==> config.mk <==
export PLATFORM = sky130hd
export DESIGN_NAME = mem_arbiter
export DESIGN_NICKNAME = d
export VERILOG_FILES = /design/src/rtl/mem_arbiter.sv
export SDC_FILE = /design/constraint.sdc
export NUM_CORES = 1
export LEC_CHECK = 0
export ABC_AREA = 1
export CAP_MARGIN = 20
export CORE_MARGIN = 3
export CORE_UTILIZATION = 45
export CTS_BUF_LIST = sky130_fd_sc_hd__clkbuf_16
export DETAILED_ROUTE_END_ITERATION = 6
export GPL_TIMING_DRIVEN = 0
export HOLD_SLACK_MARGIN = 0.06
export PLACE_DENSITY_LB_ADDON = 0.1
export SYNTH_ARGS = -nofsm -noshare
export SYNTH_HDL_FRONTEND = slang
export SYNTH_HIERARCHICAL = 1
export SYNTH_SLANG_ARGS = --single-unit
==> constraint.sdc <==
create_clock -name CLK -period 1.5 [get_ports CLK]
set_input_delay 0.225 -clock CLK [delete_from_list [all_inputs] [get_ports CLK]]
set_output_delay 0.225 -clock CLK [all_outputs]
set_load 0.005 [all_outputs]
==> src/rtl/mem_arbiter.sv <==
// Round-robin two-port arbiter in front of a synchronous-read ROM with a
// per-port valid/ready response channel and one-entry hold register.

module mem_arbiter_port #(
  parameter int DATA_W = 32
) (
  input  logic              CLK,
  input  logic              RST,
  input  logic              gnt,
  input  logic              rsp_ready,
  input  logic [DATA_W-1:0] mem_rdata,
  output logic              rsp_valid,
  output logic [DATA_W-1:0] rsp_data,
  output logic              eligible
);
  logic              inflight, hold;
  logic [DATA_W-1:0] hold_data;

  assign rsp_valid = inflight | hold;
  assign rsp_data  = hold ? hold_data : mem_rdata;
  assign eligible  = !rsp_valid | rsp_ready;

  // ROM output lasts only one cycle, so a refused response is parked in hold.
  always_ff @(posedge CLK) begin
    if (RST) begin
      inflight  <= 1'b0;
      hold      <= 1'b0;
      hold_data <= '0;
    end else begin
      inflight <= gnt;
      if (inflight && !rsp_ready) begin
        hold      <= 1'b1;
        hold_data <= mem_rdata;
      end else if (hold && rsp_ready) begin
        hold <= 1'b0;
      end
    end
  end
endmodule

module mem_arbiter #(
  parameter int ADDR_W = 4,
  parameter int DATA_W = 32
) (
  input  logic              CLK,
  input  logic              RST,
  input  logic              if_req,
  input  logic [ADDR_W-1:0] if_addr,
  output logic              if_gnt,
  output logic              if_rsp_valid,
  output logic [DATA_W-1:0] if_rsp_data,
  input  logic              if_rsp_ready,
  input  logic              dm_req,
  input  logic [ADDR_W-1:0] dm_addr,
  output logic              dm_gnt,
  output logic              dm_rsp_valid,
  output logic [DATA_W-1:0] dm_rsp_data,
  input  logic              dm_rsp_ready,
  output logic [ADDR_W-1:0] mem_addr,
  input  logic [DATA_W-1:0] mem_rdata
);
  localparam int NUM_PORTS = 2;  // index 0 = IF, 1 = DM

  logic [NUM_PORTS-1:0]             req, rdy, gnt, vld, elig, cand;
  logic [NUM_PORTS-1:0][DATA_W-1:0] rdat;
  logic                             last_gnt;  // 1 = DM granted last

  assign req  = {dm_req, if_req};
  assign rdy  = {dm_rsp_ready, if_rsp_ready};
  assign cand = req & elig;

  always_comb begin
    gnt = '0;
    if (!RST) begin
      if (&cand) gnt = last_gnt ? 2'b01 : 2'b10;
      else       gnt = cand;
    end
  end

  always_ff @(posedge CLK) begin
    if (RST)       last_gnt <= 1'b1;
    else if (|gnt) last_gnt <= gnt[1];
  end

  assign mem_addr = gnt[1] ? dm_addr : if_addr;

  generate
    for (genvar p = 0; p < NUM_PORTS; p++) begin : g_port
      mem_arbiter_port #(.DATA_W(DATA_W)) u_port (
        .CLK       (CLK),
        .RST       (RST),
        .gnt       (gnt[p]),
        .rsp_ready (rdy[p]),
        .mem_rdata (mem_rdata),
        .rsp_valid (vld[p]),
        .rsp_data  (rdat[p]),
        .eligible  (elig[p])
      );
    end
  endgenerate

  assign if_gnt       = gnt[0];
  assign dm_gnt       = gnt[1];
  assign if_rsp_valid = vld[0];
  assign dm_rsp_valid = vld[1];
  assign if_rsp_data  = rdat[0];
  assign dm_rsp_data  = rdat[1];
endmodule

# Word level (Yosys, flattened, before mapping)
# Cells that the tools add are included.
# word_totals
inputBits,46
register_bits,69
# classes
mux,10
bitwise,5
reduce_logical,12
# ops
operator,count
32-bit two-way mux,2
2-bit two-way mux,3
1-bit logical AND,4
1-bit zero test,4
1-bit two-way mux,4
4-bit two-way mux,1
1-bit bitwise OR,4
2-bit nonzero test,2
2-bit AND,1
2-bit AND reduction,1
2-bit OR reduction,1

# Depth between registers and ports, before layout
# Gate-level depths: netlist (run 1).
# logic_depth
depth_word,8
mapped_depth,10
depth_no_buf,9

# Modules after synthesis
# Netlist (run 1), hierarchy kept.
# by_module_without_submodules
module,instances,area_per_inst_um2,seq_area_each_um2,cells_each
mem_arbiter_port,2,1761.7,680.7,288
mem_arbiter,1,128.9,20.0,23

# Least setup slack after synthesis (run 1)
# No wires, ideal clock.
# synth_path
path_kind,flip-flop to output port
startpoint,register g_port[1].u_port.hold
endpoint,output port mem_addr[0]
t_arrival_ns,1.051
path_buffers,1
path_stages_with_launch,10
slack_ns,0.224
cell_sequence,dfxtp_1 > buf_2 > nor2_1 > inv_1 > nand2_1 > nand2_2 > nor2_4 > nand2_2 > nand2_1 > nand2_1
# synth_between
elab_chain_len,8
# synth_rtl
item,line_no,rtl
"start, declared",16,"logic inflight, hold;"
"start signal, assigned",27,hold <= 1'b0;
"start signal, assigned",32,hold <= 1'b1;
"start signal, assigned",35,hold <= 1'b0;
1-bit bitwise OR (*),19,assign rsp_valid = inflight | hold;
net dm_rsp_valid,56,"output logic dm_rsp_valid,"
1-bit zero test (*),21,assign eligible = !rsp_valid | rsp_ready;
1-bit bitwise OR (*),21,
net elig[1],64,"logic [NUM_PORTS-1:0] req, rdy, gnt, vld, elig, cand;"
2-bit AND (*),70,assign cand = req & elig;
2-bit AND reduction,75,if (&cand) gnt = last_gnt ? 2'b01 : 2'b10;
2-bit two-way mux (*),75,
2-bit two-way mux (*),74,if (!RST) begin
4-bit two-way mux (*),85,assign mem_addr = gnt[1] ? dm_addr : if_addr;
"end, declared",59,"output logic [ADDR_W-1:0] mem_addr,"
# Mark *: on every way through the listed nets, which the timed path passes. The rest lies on a longest branch.

# Final worst setup path (run 1)
# layout_path
startpoint,register g_port[1].u_port.hold
endpoint,output port mem_addr[1]
# layout_between
elab_chain_len,8
# layout_rtl
item,line_no
1-bit bitwise OR (*),19
1-bit zero test (*),21
1-bit bitwise OR (*),21
net elig[1],64
2-bit AND (*),70
2-bit AND reduction,75
2-bit two-way mux (*),75
2-bit two-way mux (*),74
4-bit two-way mux (*),85
# Marks and branches as above.

==> results of run 1 <==
[repair_timing]
item / CTS / global route
hold buffers: 0 / 0
resized for setup: 351 / 134
setup endpoints to repair: 74 / 123
cloned: 2 / 2
setup buffers: 19 / 15
pin swaps: 14 / 17
[power by group]
part           internal, mW  switching, mW
Combinational         0.410          0.446
Clock                  1.45          0.786
Sequential             1.90         0.0403
[critical path: stages, from the launching register on]
cell     delay (ns)
dfxtp_2        0.32
buf_8          0.12
nor2_4         0.07
inv_2          0.06
nand2_4        0.07
nand2_4        0.06
nor2_4         0.12
buf_6          0.12
buf_6          0.08
nand3_2        0.05
nand2_1        0.06
buf_2          0.11
[per-stage QoR]
stage	utilization	hold slack [ns]	cells	setup slack [ns]	power [mW]
final	0.732	0.456	866	-0.284	5.03
after detailed placement	0.634	0.472	818	-0.943	2.79
after floorplan	-	0.296	599	0.224	2.32
after global routing	0.732	0.502	866	-0.367	5.23
after global placement	0.634	0.462	818	-0.917	2.78
after CTS	0.712	0.452	853	-0.354	5.04
[cells by family after synthesis]
group                  count (synthesis)  synth area share
AO/OA/AOI/OAI                         65            0.0891
buffers and inverters                115             0.140
flip-flops                            69             0.378
AND/OR/NAND/NOR                      350             0.393
[cells in the final DEF, fill, tap and decap left out, types with 2 or more instances in the layout]
master and count:
buf_2 68, clkinv_2 2, nor2_1 134, clkdlybuf4s50_1 43, buf_6 30, inv_1 70
nand2_4 3, dlygate4sd2_1 3, o21ai_2 31, nand2_2 44, buf_4 14, dfxtp_1 66
bufinv_16 2, buf_8 8, clkbuf_2 17, nor2_4 4, inv_2 5, dfxtp_2 3
nand3_2 2, clkinv_4 2, nand2_1 94, o21ai_1 25, o21ai_0 8, nand3_1 66
clkbuf_16 11
[area by class of cell]
| type | instances | area (um2) | share of cell area |
|---|---|---|---|
| buffer | 35 | 307 | 0.0536 |
| clock buffer | 9 | 225 | 0.0394 |
| clock inverter | 7 | 91.3 | 0.0160 |
| inverter | 75 | 285 | 0.0499 |
| multi-input combinational | 415 | 2050 | 0.359 |
| sequential | 69 | 1390 | 0.242 |
| tap | 102 | 128 | 0.0223 |
| timing repair buffer | 154 | 1240 | 0.218 |
[path summary, 6_finish.rpt]
kind / start / to / slack [ns] / cells past startpoint
max: g_port[1].u_port/hold / mem_addr[1] / -0.28 / 11
min: dm_rsp_ready / g_port[1].u_port/hold_data[23] / 0.46 / 4
max reg2reg: g_port[0].u_port/hold / last_gnt / 0.23 / 8
min reg2reg: g_port[1].u_port/hold_data[0] / g_port[1].u_port/hold_data[0] / 0.48 / 2
[registers in the layout, summed over array words and instances, names as in the netlist]
name	flops
last_gnt	1
g_port.u_port/inflight	2
g_port.u_port/hold_data	64
g_port.u_port/hold	2
[metal layers]
metal	routed length [um]	GRT usage
met1	4940	0.329
met3	1000	0.0610
met2	5940	0.426
met5	0	0
met4	156	0.0699
==> run metrics, run 1 <==
gr usage total 0.255; Via Count around 4.3k; Clock Sinks 69; largest cells by area after synthesis dfxtp_1, nand2_1, nor2_1, nand3_1, o21ai_0; WP data arrival 1.56 ns; first-pass GRT wire length 18.5 mm; LEAKAGE 2.73 nW; ANT cells 0; final setup margin -0.284 ns; most frequent cell after synthesis nand2_1; failing checks negative setup slack; pwr dens approximately 900 mW/mm2; Synth Register Bits 69; Clk Latency, worst-skew pair 0.33 ns; slew margin rel. 0.720; Yosys top cell area share 0.378; CTS Root Cell clkbuf_16; number of synthesized flops with an enable pin 0; CTS buffer count 9; total of max-cap violations 0; Clock Path Buffers 2; Synth top cells by count nand2_1, nor2_1, inv_1, dfxtp_1, nand3_1; nets 805; cells after synthesis roughly 600; grt ovf 0; Setup Skew 0.00550 ns; max frequency 561 MHz; share of post-route cells with drive strength above 1 0.331; DRC errors left 0; setup violators final 68; initial DRC count between 150 and 200; core box area 0.00781 mm2; Sum Neg Setup Slack -9.86 ns; final instance area approximately 0.0057 mm2; Crit Path Class reg2out; die width between 90 and 100 um; synth unique cells 17; outcome finished, violations left; Initial Util 0.468; sequential fraction of the synthesis area 0.378; die area between 0.009 and 0.01 mm2; Primary FF master, synth dfxtp_1; Layout area overhead 56.5%; setup repair after global routing missed its margin true; GP Congestion 0.840; worst slew pin tran 0.418 ns; Die Y-Extent 96.1 um; Routed Antenna Nets 0; Yosys warnings 6; synthesized cell area 0.00365 mm2; CTS clk-pin slew, worst paths 0.05 ns; H-tree levels 3; min cycle time layout 1.78 ns; io pins 118; syn nets 645; IO Port Bufs 117; element type at the critical path end primary output; Hold Crit Class in2reg; drt total wl 12.0 mm; VDD IR max 0.785 mV; Avg Inst Size Synth 6.10 um2; Final period util 1.19; Fillers 620; largest area contributor in the netlist dfxtp_1; Worst Path Required 1.27 ns; Detailed Routing Iterations Pass 1 5; wire length per cell 13.9 um; row cnt 32; vias in the first global route 3912; Final Hold Viols 0; Async SR Flop Fraction 0; critical path peak fanout 3; startpoint types register; final slew viol count 0; CTS tree yes; DP Area 0.00495 mm2; dpl hpwl just under 8 mm; initial antenna violation count 0; largest net degree at the start of global routing 15; Via density around 5
Note: power is estimated with default switching activity, not from simulation.
==> inputs of run 2 (changes only) <==
Settings changed: CTS_CLUSTER_SIZE from default to 12, PLACE_DENSITY_LB_ADDON 0.1 to 0.05, RECOVER_POWER from default to 50.
==> run metrics, run 2 (synthesis gave the netlist of run 1 again) <==
outcome finished, violations left; failing checks negative setup slack; reg2reg end g_port[1].u_port/inflight; dpl hpwl 8.02 mm; crit path capture mem_addr[1]; total of max-cap violations 0; io pins 118; max reg flops 64; worst slew pin tran 0.472 ns; grt ovf 0; Die Y-Extent 96.1 um; startpoint types register; Hold Crit Class in2reg; R2R setup slack approximately 0.07 ns; final cell count without fillers 874; initial antenna violation count 0; VDD IR max ~0.55 mV; Crit Path Class reg2out; final slew viol count 0; WP data arrival 1.55 ns; first-pass GRT wire length between 15 and 20 mm; CTS Root Cell clkbuf_16; element type at the critical path end primary output; worst r2r src g_port[0].u_port/hold; # hold bufs at CTS 0; GP Congestion a little over 0.8; Routed Antenna Nets 0; max frequency between 500 and 600 MHz; LEAKAGE 3.21 nW; worst r2r path cells 11; largest net degree at the start of global routing 11; Clock Sinks 69; setup violators final around 70; pwr dens 773 mW/mm2; CP max-delay cell dfxtp_2; Buffers & Inverters on Critical Path 4; DRC errors left 0; crit-path cells buf_6 -> nor2_4 -> inv_2 -> nand2_4 -> nand2_4 -> nor2_4 -> buf_6 -> nand3_1 -> nand2_1 -> buf_2; Worst Setup SP g_port[1].u_port/hold; core box area 0.00781 mm2; placed insts between 800 and 900; IO Port Bufs 117; Setup Skew 0.00724 ns; commonest non-fill, non-tap cell in the layout nor2_1; largest register by flop count g_port.u_port/hold_data; CTS buffer count 9; cell family with most CP delay simple AND/OR/NAND/NOR gates; wire length per cell 15.4 um; WP depth 10; slew margin rel. 0.685; setup repair after global routing missed its margin true; Clock Path Buffers 2; pre-CTS setup slack -0.928 ns; drt total wl 13.5 mm; Final Hold Viols 0; initial DRC count a little under 300; Final period util 1.19; row cnt 32; largest registers g_port.u_port/hold_data x64, g_port.u_port/hold x2, g_port.u_port/inflight x2; Detailed Routing Iterations Pass 1 5; most frequent cells in the layout nor2_1, nand2_1, buf_2, inv_1; CTS clk-pin slew, worst paths 0.05 ns; H-tree levels 3; final setup margin -0.279 ns; die width around 96 um; nets 815; gr usage total 0.264; Hold Slack 0.363 ns; die area 0.00923 mm2; CP max stage delay 0.32 ns; vias in the first global route 4004; Layout area overhead 66.3%; Clk Latency, worst-skew pair 0.33 ns; CTS tree yes; ANT cells 0; Initial Util 0.468; min cycle time layout approximately 1.8 ns; share of post-route cells with drive strength above 1 0.365; critical path peak fanout 4; Via density around 5.2; Via Count approximately 4.6k; Worst Path Required approximately 1.3 ns
==> run 2: worst min-delay path by stage <==
stage	from	cells after the start	end
6_report	RST	2	g_port[0].u_port/inflight
5_1_grt	RST	2	g_port[0].u_port/inflight
4_1_cts	if_rsp_ready	4	g_port[0].u_port/hold_data[23]
3_5_place_dp	g_port[1].u_port/hold_data[3]	2	g_port[1].u_port/hold_data[3]
3_3_place_gp	g_port[1].u_port/hold_data[25]	2	g_port[1].u_port/hold_data[25]
2_1_floorplan	RST	1	g_port[1].u_port/inflight
==> run 2: repair_timing <==
action / 4_1_cts / 5_1_grt
cloned: 4 / 2
buffers inserted: 30 / 13
setup endpoints to repair: 74 / 128
gates resized for setup: 442 / 147
endpoints found under the hold margin: 0 / 0
pin swaps: 34 / 7
==> run 2: power by group <==
group | internal (mW) | switching (mW) | total, mW
Combinational | 0.441 | 0.481 | 0.922
Sequential | 1.90 | 0.0523 | 1.95
Clock | 1.08 | 0.749 | 1.82
==> run 2: metal layers <==
metal	vias up	GRT usage	wire length (um)	share of wire
met1	2135	0.337	5240	0.39
met2	208	0.455	6890	0.51
li1	2182	-	-	-
met5	-	0	0	0
met3	27	0.0407	1090	0.081
met4	0	0.0806	238	0.018
==> run 2: worst register-to-register path: cells and delay by family, from the launching register on <==
family | cells | cell delay [ns]
AND/OR/NAND/NOR | 5 | 0.45
flip-flops | 1 | 0.32
buffers and inverters | 6 | 0.51
==> run 2: stage by stage <==
step / area (um2) / total power, mW / utilization / TNS, ns
detailed placement: 4950 / 2.79 / 0.634 / -35.63
CTS: 5680 / 4.61 / 0.727 / -7.71
finish: 6070 / 4.69 / 0.778 / -11.03
global placement: 4950 / 2.78 / 0.634 / -33.27
global route: 6070 / 4.85 / 0.778 / -13.22
floorplan: 3650 / 2.32 / - / 0
==> run 2: area by class of cell <==
cell class	count	area, um2
multi-input combinational	415	2320
fill	557	1740
sequential	69	1390
timing repair buffer	163	1390
buffer	36	319
inverter	75	282
clock buffer	9	225
tap	102	128
clock inverter	5	21.3
==> variant 1, RTL diff (flow settings as in run 2) <==
Reset style: asynchronous (`RST`), changed in 2 clocked blocks.
--- a/src/rtl/mem_arbiter.sv
+++ b/src/rtl/mem_arbiter.sv
@@ -23,3 +23,3 @@
   // ROM output lasts only one cycle, so a refused response is parked in hold.
-  always_ff @(posedge CLK) begin
+  always_ff @(posedge CLK or posedge RST) begin
     if (RST) begin
@@ -79,3 +79,3 @@
 
-  always_ff @(posedge CLK) begin
+  always_ff @(posedge CLK or posedge RST) begin
     if (RST)       last_gnt <= 1'b1;
Behaviour: differs if RST is asserted again (counterexample within 4 cycles, from zero or initial values and one cycle with RST high); with RST held inactive, the same outputs for 10 cycles.
==> variant 1 against run 2 <==
The run still ends with negative setup slack left; clock skew is essentially flat; sequential cell count stayed put; routed wire length shrank 13%; die area increased by 5.4%; area after synthesis rose by 5.8%; worst setup slack got worse by 0.17 ns; synthesized cell count down 13%; count of clock-buffer cells in the layout is the same; global-route usage is 2.3 points lower; sequential share of layout area up 7.0 points; final area shrank 4.6%; critical endpoint is now if_rsp_data[17]; highest routed layer unchanged.
Power is not compared: it rests on default switching activity, and its combinational part moved more than twofold at a synthesized area within 25%.
==> variant 1: results (changes against run 2) <==
[worst_hold_path]
hp-class = in -> reg  ; unchanged
hold_start = dm_rsp_ready  ; was RST

[place]
dpl.hpwl_um = 8110  ; was 8020 um
placed_area_mm2 = 0.00522  ; was 0.00495 mm^2
routabilityCongestion = 0.828  ; was 0.832

[layout]
drive_gt1_frac = 0.180  ; was 0.365
diodes = 0  ; unchanged
nets = 722  ; was 815

[yosys]
syn_nets = 570  ; was 645
yosys_warnings = 6  ; unchanged
synthTopCellsByArea = dfrtp_1 (44%), nand2_1 (30%), nand3_1 (8.8%)  ; was dfxtp_1 (38%), nand2_1 (14%), nor2_1 (14%)
synth.distinct_cells = 18  ; was 17
synthArstFlopShare = 1.00  ; was 0
ys_top_cells_by_count = nand2_1 (312), dfrtp_1 (68), nand3_1 (68)  ; was nand2_1 (140), nor2_1 (135), inv_1 (73)
ys_seq_area_frac = 0.447  ; was 0.378

[critical_path]
max_stage_delay_ns = 0.50  ; was 0.32 ns
crit_fanout = 8  ; was 4
slowest_stage = clkdlybuf4s50_1  ; was dfxtp_2
path_delay_family = buffers and inverters  ; was simple AND/OR/NAND/NOR gates
r2r_start = g_port[0].u_port/hold$_DFFE_PP0P_  ; was g_port[0].u_port/hold$_SDFFE_PP0P_

[global_routing]
grt_pass1_vias = 3914  ; was 4004
grt_first_pass_wirelength_um = 18900  ; was 19000 um
grt_start_max_net_pins = 19  ; was 11
gr-usage-all-layers = 0.241  ; was 0.264

[route]
drt_iter0_drc = 200  ; was 294
first_pass_iters = 5  ; unchanged
via_count = 3977  ; was 4552
wl_per_cell_um = 15.0  ; was 15.4 um

[timing]
worst_slew_pin_slew_ns = 0.814  ; was 0.472 ns
clock_skew_ns = 0.00701  ; was 0.00724 ns
finalSetupViolCount = 72  ; was 69
setup_slack_ns = -0.452  ; was -0.279 ns

[pwr]
irDropWorstVdd_mv = 0.580
switching_share = 0.302

[status]
violations = negative setup slack  ; unchanged
status = complete, but fails checks  ; unchanged

[clock_network]
clk_latency_ns = 0.32
cts_root_buf = clkbuf_16  ; unchanged
htreeDepth = 3  ; unchanged
path_clk_slew_ns = 0.05  ; about the same

==> variant 1: changes by cell type after synthesis, sizes merged <==
cell / run 2 / this run
nor3: 1 / 0
a21oi: 1 / 0
or2: 0 / 2
dfrtp: 0 / 68
clkbuf: 4 / 0
o21ai: 64 / 3
dfxtp: 69 / 0
nor2: 138 / 2
buf: 36 / 34
nand2: 142 / 336
o21a: 0 / 1
inv: 75 / 8
dfstp: 0 / 1
==> variant 1: area by class of cell <==
cell class	instances	area (um^2)
clock buffer	9	225
sequential	69	1730
fill	687	2470
clock inverter	5	21.3
timing repair buffer	141	1440
buffer	34	393
multi-input combinational	413	1800
inverter	8	45.0
tap	105	131
==> variant 1: timing repair <==
action | CTS | global route
cloned | 1 | 2
buffers inserted | 11 | 8
resized for setup | 72 | 25
pin swaps | 10 | 6
endpoints found under the setup margin | 72 | 72
==> variant 1: cells by family (layout without fill, tap and decap cells) <==
family                 after synthesis  count (layout)  share of synthesized area
flip-flops                          69              69                      0.447
buffers and inverters               42             197                     0.0998
AND/OR/NAND/NOR                    409             409                      0.447
AO/OA/AOI/OAI                        4               4                    0.00583
==> variant 1: path summary, 6_finish.rpt <==
path	end	slack, ns	cells after the start
worst min-delay path	g_port[1].u_port/hold$_DFFE_PP0P_	0.33	2
worst max register to register	g_port[1].u_port/inflight$_DFF_PP0_	0	9
worst max-delay path	if_rsp_data[17]	-0.45	6
min in group asynchronous	last_gnt$_DFFE_PP1P_	0.38	2
worst min register to register	g_port[1].u_port/hold_data[12]$_DFFE_PP0P_	0.47	2
max in group asynchronous	g_port[1].u_port/hold_data[15]$_DFFE_PP0P_	0.38	3
==> variant 1: metrics by stage <==
stage / setup slack (ns) / TNS, ns / instances
floorplan: 0.0970 / 0 / 524
global placement: -0.797 / -46.67 / 746
detailed placement: -0.811 / -12.13 / 748
CTS: -0.464 / -28.81 / 774
global route: -0.513 / -28.49 / 784
finish: -0.452 / -23.39 / 784
==> variant 1: power by group through the flow <==
stage	Sequential [mW]	Combinational (mW)	Clock, mW
after floorplan	2.56	0.955	0
final	2.61	1.94	1.79
after CTS	2.60	1.90	1.82
after detailed placement	2.62	1.80	0
after global routing	2.66	2.14	1.90
after global placement	2.59	1.73	0
==> variant 1: routing by layer <==
metal	GRT usage	up-vias	part of all wire	wire length, um
li1	-	1924	-	-
met1	0.305	1870	0.42	4870
met2	0.414	167	0.50	5840
met3	0.0453	16	0.070	820
met4	0.0840	0	0.017	202
met5	0	-	0	0
==> variant 2, RTL diff (flow settings as in run 2) <==
Without the edit above. `DATA_W` is set to 32 in 2 places; all go to 28.
--- a/src/rtl/mem_arbiter.sv
+++ b/src/rtl/mem_arbiter.sv
@@ -4,3 +4,3 @@
 module mem_arbiter_port #(
-  parameter int DATA_W = 32
+  parameter int DATA_W = 28
 ) (
@@ -42,3 +42,3 @@
   parameter int ADDR_W = 4,
-  parameter int DATA_W = 32
+  parameter int DATA_W = 28
 ) (
Ports: changed (resized dm_rsp_data, if_rsp_data and mem_rdata); port bits go from 118 to 106. No check against the original RTL was run, so the function may have changed too.
==> variant 2 against run 2 <==
The run still ends with negative setup slack left; global-route usage shrank 0.61 points; worst setup slack lost 0.0089 ns; routed wire length shrank 17%; core utilization shrank 4.3 points; final area shrank 17%; sequential cell count shrank 8; power shrank 8.8%; area after synthesis shrank 12%.
==> variant 2: results (changes against run 2) <==
[status]
status = complete, but fails checks  ; unchanged
violations = negative setup slack  ; unchanged

[critical_path]
crit_fanout = 6  ; was 4
slowest_stage = dfxtp_2  ; unchanged
worstReg2RegEnd = g_port[0].u_port/hold_data[26]$_SDFFE_PP0P_  ; was g_port[1].u_port/inflight$_SDFF_PP0_
r2r_start = g_port[0].u_port/inflight$_SDFF_PP0_  ; was g_port[0].u_port/hold$_SDFFE_PP0P_
endpoint = mem_addr[3]  ; was mem_addr[1]
max_stage_delay_ns = 0.33
ff2ff_path_depth = 5  ; was 11
rrSetupSlack_ns = -0.07  ; was 0.07 ns

[yosys]
syn_nets = 569  ; was 645
synth_compound_gate_area_share = 0.0886  ; was 0.0891
synthTopCellsByArea = dfxtp_1 (38%), nand2_1 (14%), nor2_1 (14%)  ; unchanged
ys_seq_area_frac = 0.379  ; was 0.378
ys_top_cells_by_count = nand2_1 (124), nor2_1 (119), inv_1 (63)  ; was nand2_1 (140), nor2_1 (135), inv_1 (73)
syn_inst = 527  ; was 599

[place]
routabilityCongestion = 0.844  ; was 0.832
placed_area_mm2 = 0.00439  ; was 0.00495 mm^2
portBuffers = 105  ; was 117
dp_cells = 728  ; was 818
dpl.hpwl_um = 7140  ; was 8020 um

[timing]
finalSetupViolCount = 75  ; was 69
relSlewSlack = 0.513  ; was 0.685
clock_skew_ns = 0.00454  ; was 0.00724 ns
whs_ns = 0.389  ; was 0.363 ns
setup_slack_ns = -0.288  ; was -0.279 ns
setup_tns_ns = -6.53  ; was -11.03 ns

[global_routing]
grt_pass1_vias = 3660  ; was 4004
grt_start_max_net_pins = 13  ; was 11
gr-usage-all-layers = 0.258  ; was 0.264
grt_first_pass_wirelength_um = 17100  ; was 19000 um

[worst_hold_path]
hold_start = RST  ; unchanged
hold_end = g_port[1].u_port/inflight$_SDFF_PP0_  ; was g_port[0].u_port/inflight$_SDFF_PP0_

[pwr]
p_switching_mw = 1.15  ; was 1.28 mW
power_frac_clock = 0.419  ; was 0.389
power.leakage_nw = 2.49  ; was 3.21 nW
irDropWorstVdd_mv = 0.562  ; was 0.547 mV
pwr-share-comb = 0.180  ; was 0.196
power_density_mw_per_mm2 = 848  ; was 773 mW/mm^2

[layout]
diodes = 0  ; unchanged
syn2layout_area_growth_pct = 56.8  ; was 66.3%
fin_cells = 777  ; was 874
reg_top3 = g_port.u_port/hold_data: 56 flops, g_port.u_port/hold: 2 flops, g_port.u_port/inflight: 2 flops  ; was g_port.u_port/hold_data: 64 flops, g_port.u_port/hold: 2 flops, g_port.u_port/inflight: 2 flops
drive_gt1_frac = 0.322  ; was 0.365
nets = 718  ; was 815

[route]
routed_via_density = 5.09  ; was 5.21
drt_iter0_drc = 180  ; was 294
wirelength_um = 11200  ; was 13500 um

==> variant 2: changes by cell type in the layout (fill, tap and decap cells not counted), moves of 6 or more <==
cell      change
nand2_4      -21
nor2_1       -13
clkbuf_2     +14
nand3_1      -10
o21ai_4       -6
nand2_1       +7
buf_2        -23
o21ai_0      +11
inv_1         -8
o21ai_2      -13
dfxtp_1       -8
==> variant 2: what timing repair did <==
item	in CTS	in global routing
pin swaps	16	12
setup endpoints to repair	73	80
gates resized for setup	290	141
gates cloned	2	1
setup buffers	18	19
==> variant 2: layer usage <==
metal	up-vias	track usage	wire, um
met3	46	0.0492	620
met1	1823	0.302	4410
li1	1925	-	-
met5	-	0	0
met2	161	0.431	5570
met4	0	0.161	619
==> variant 2: layout make-up <==
cell class | count | share of cell area
Buffer | 28 | 0.0449
Clock buffer | 9 | 0.0446
Clock inverter | 7 | 0.00694
Inverter | 67 | 0.0498
Multi-Input combinational cell | 367 | 0.363
Sequential cell | 61 | 0.243
Tap cell | 96 | 0.0238
Timing Repair Buffer | 142 | 0.224
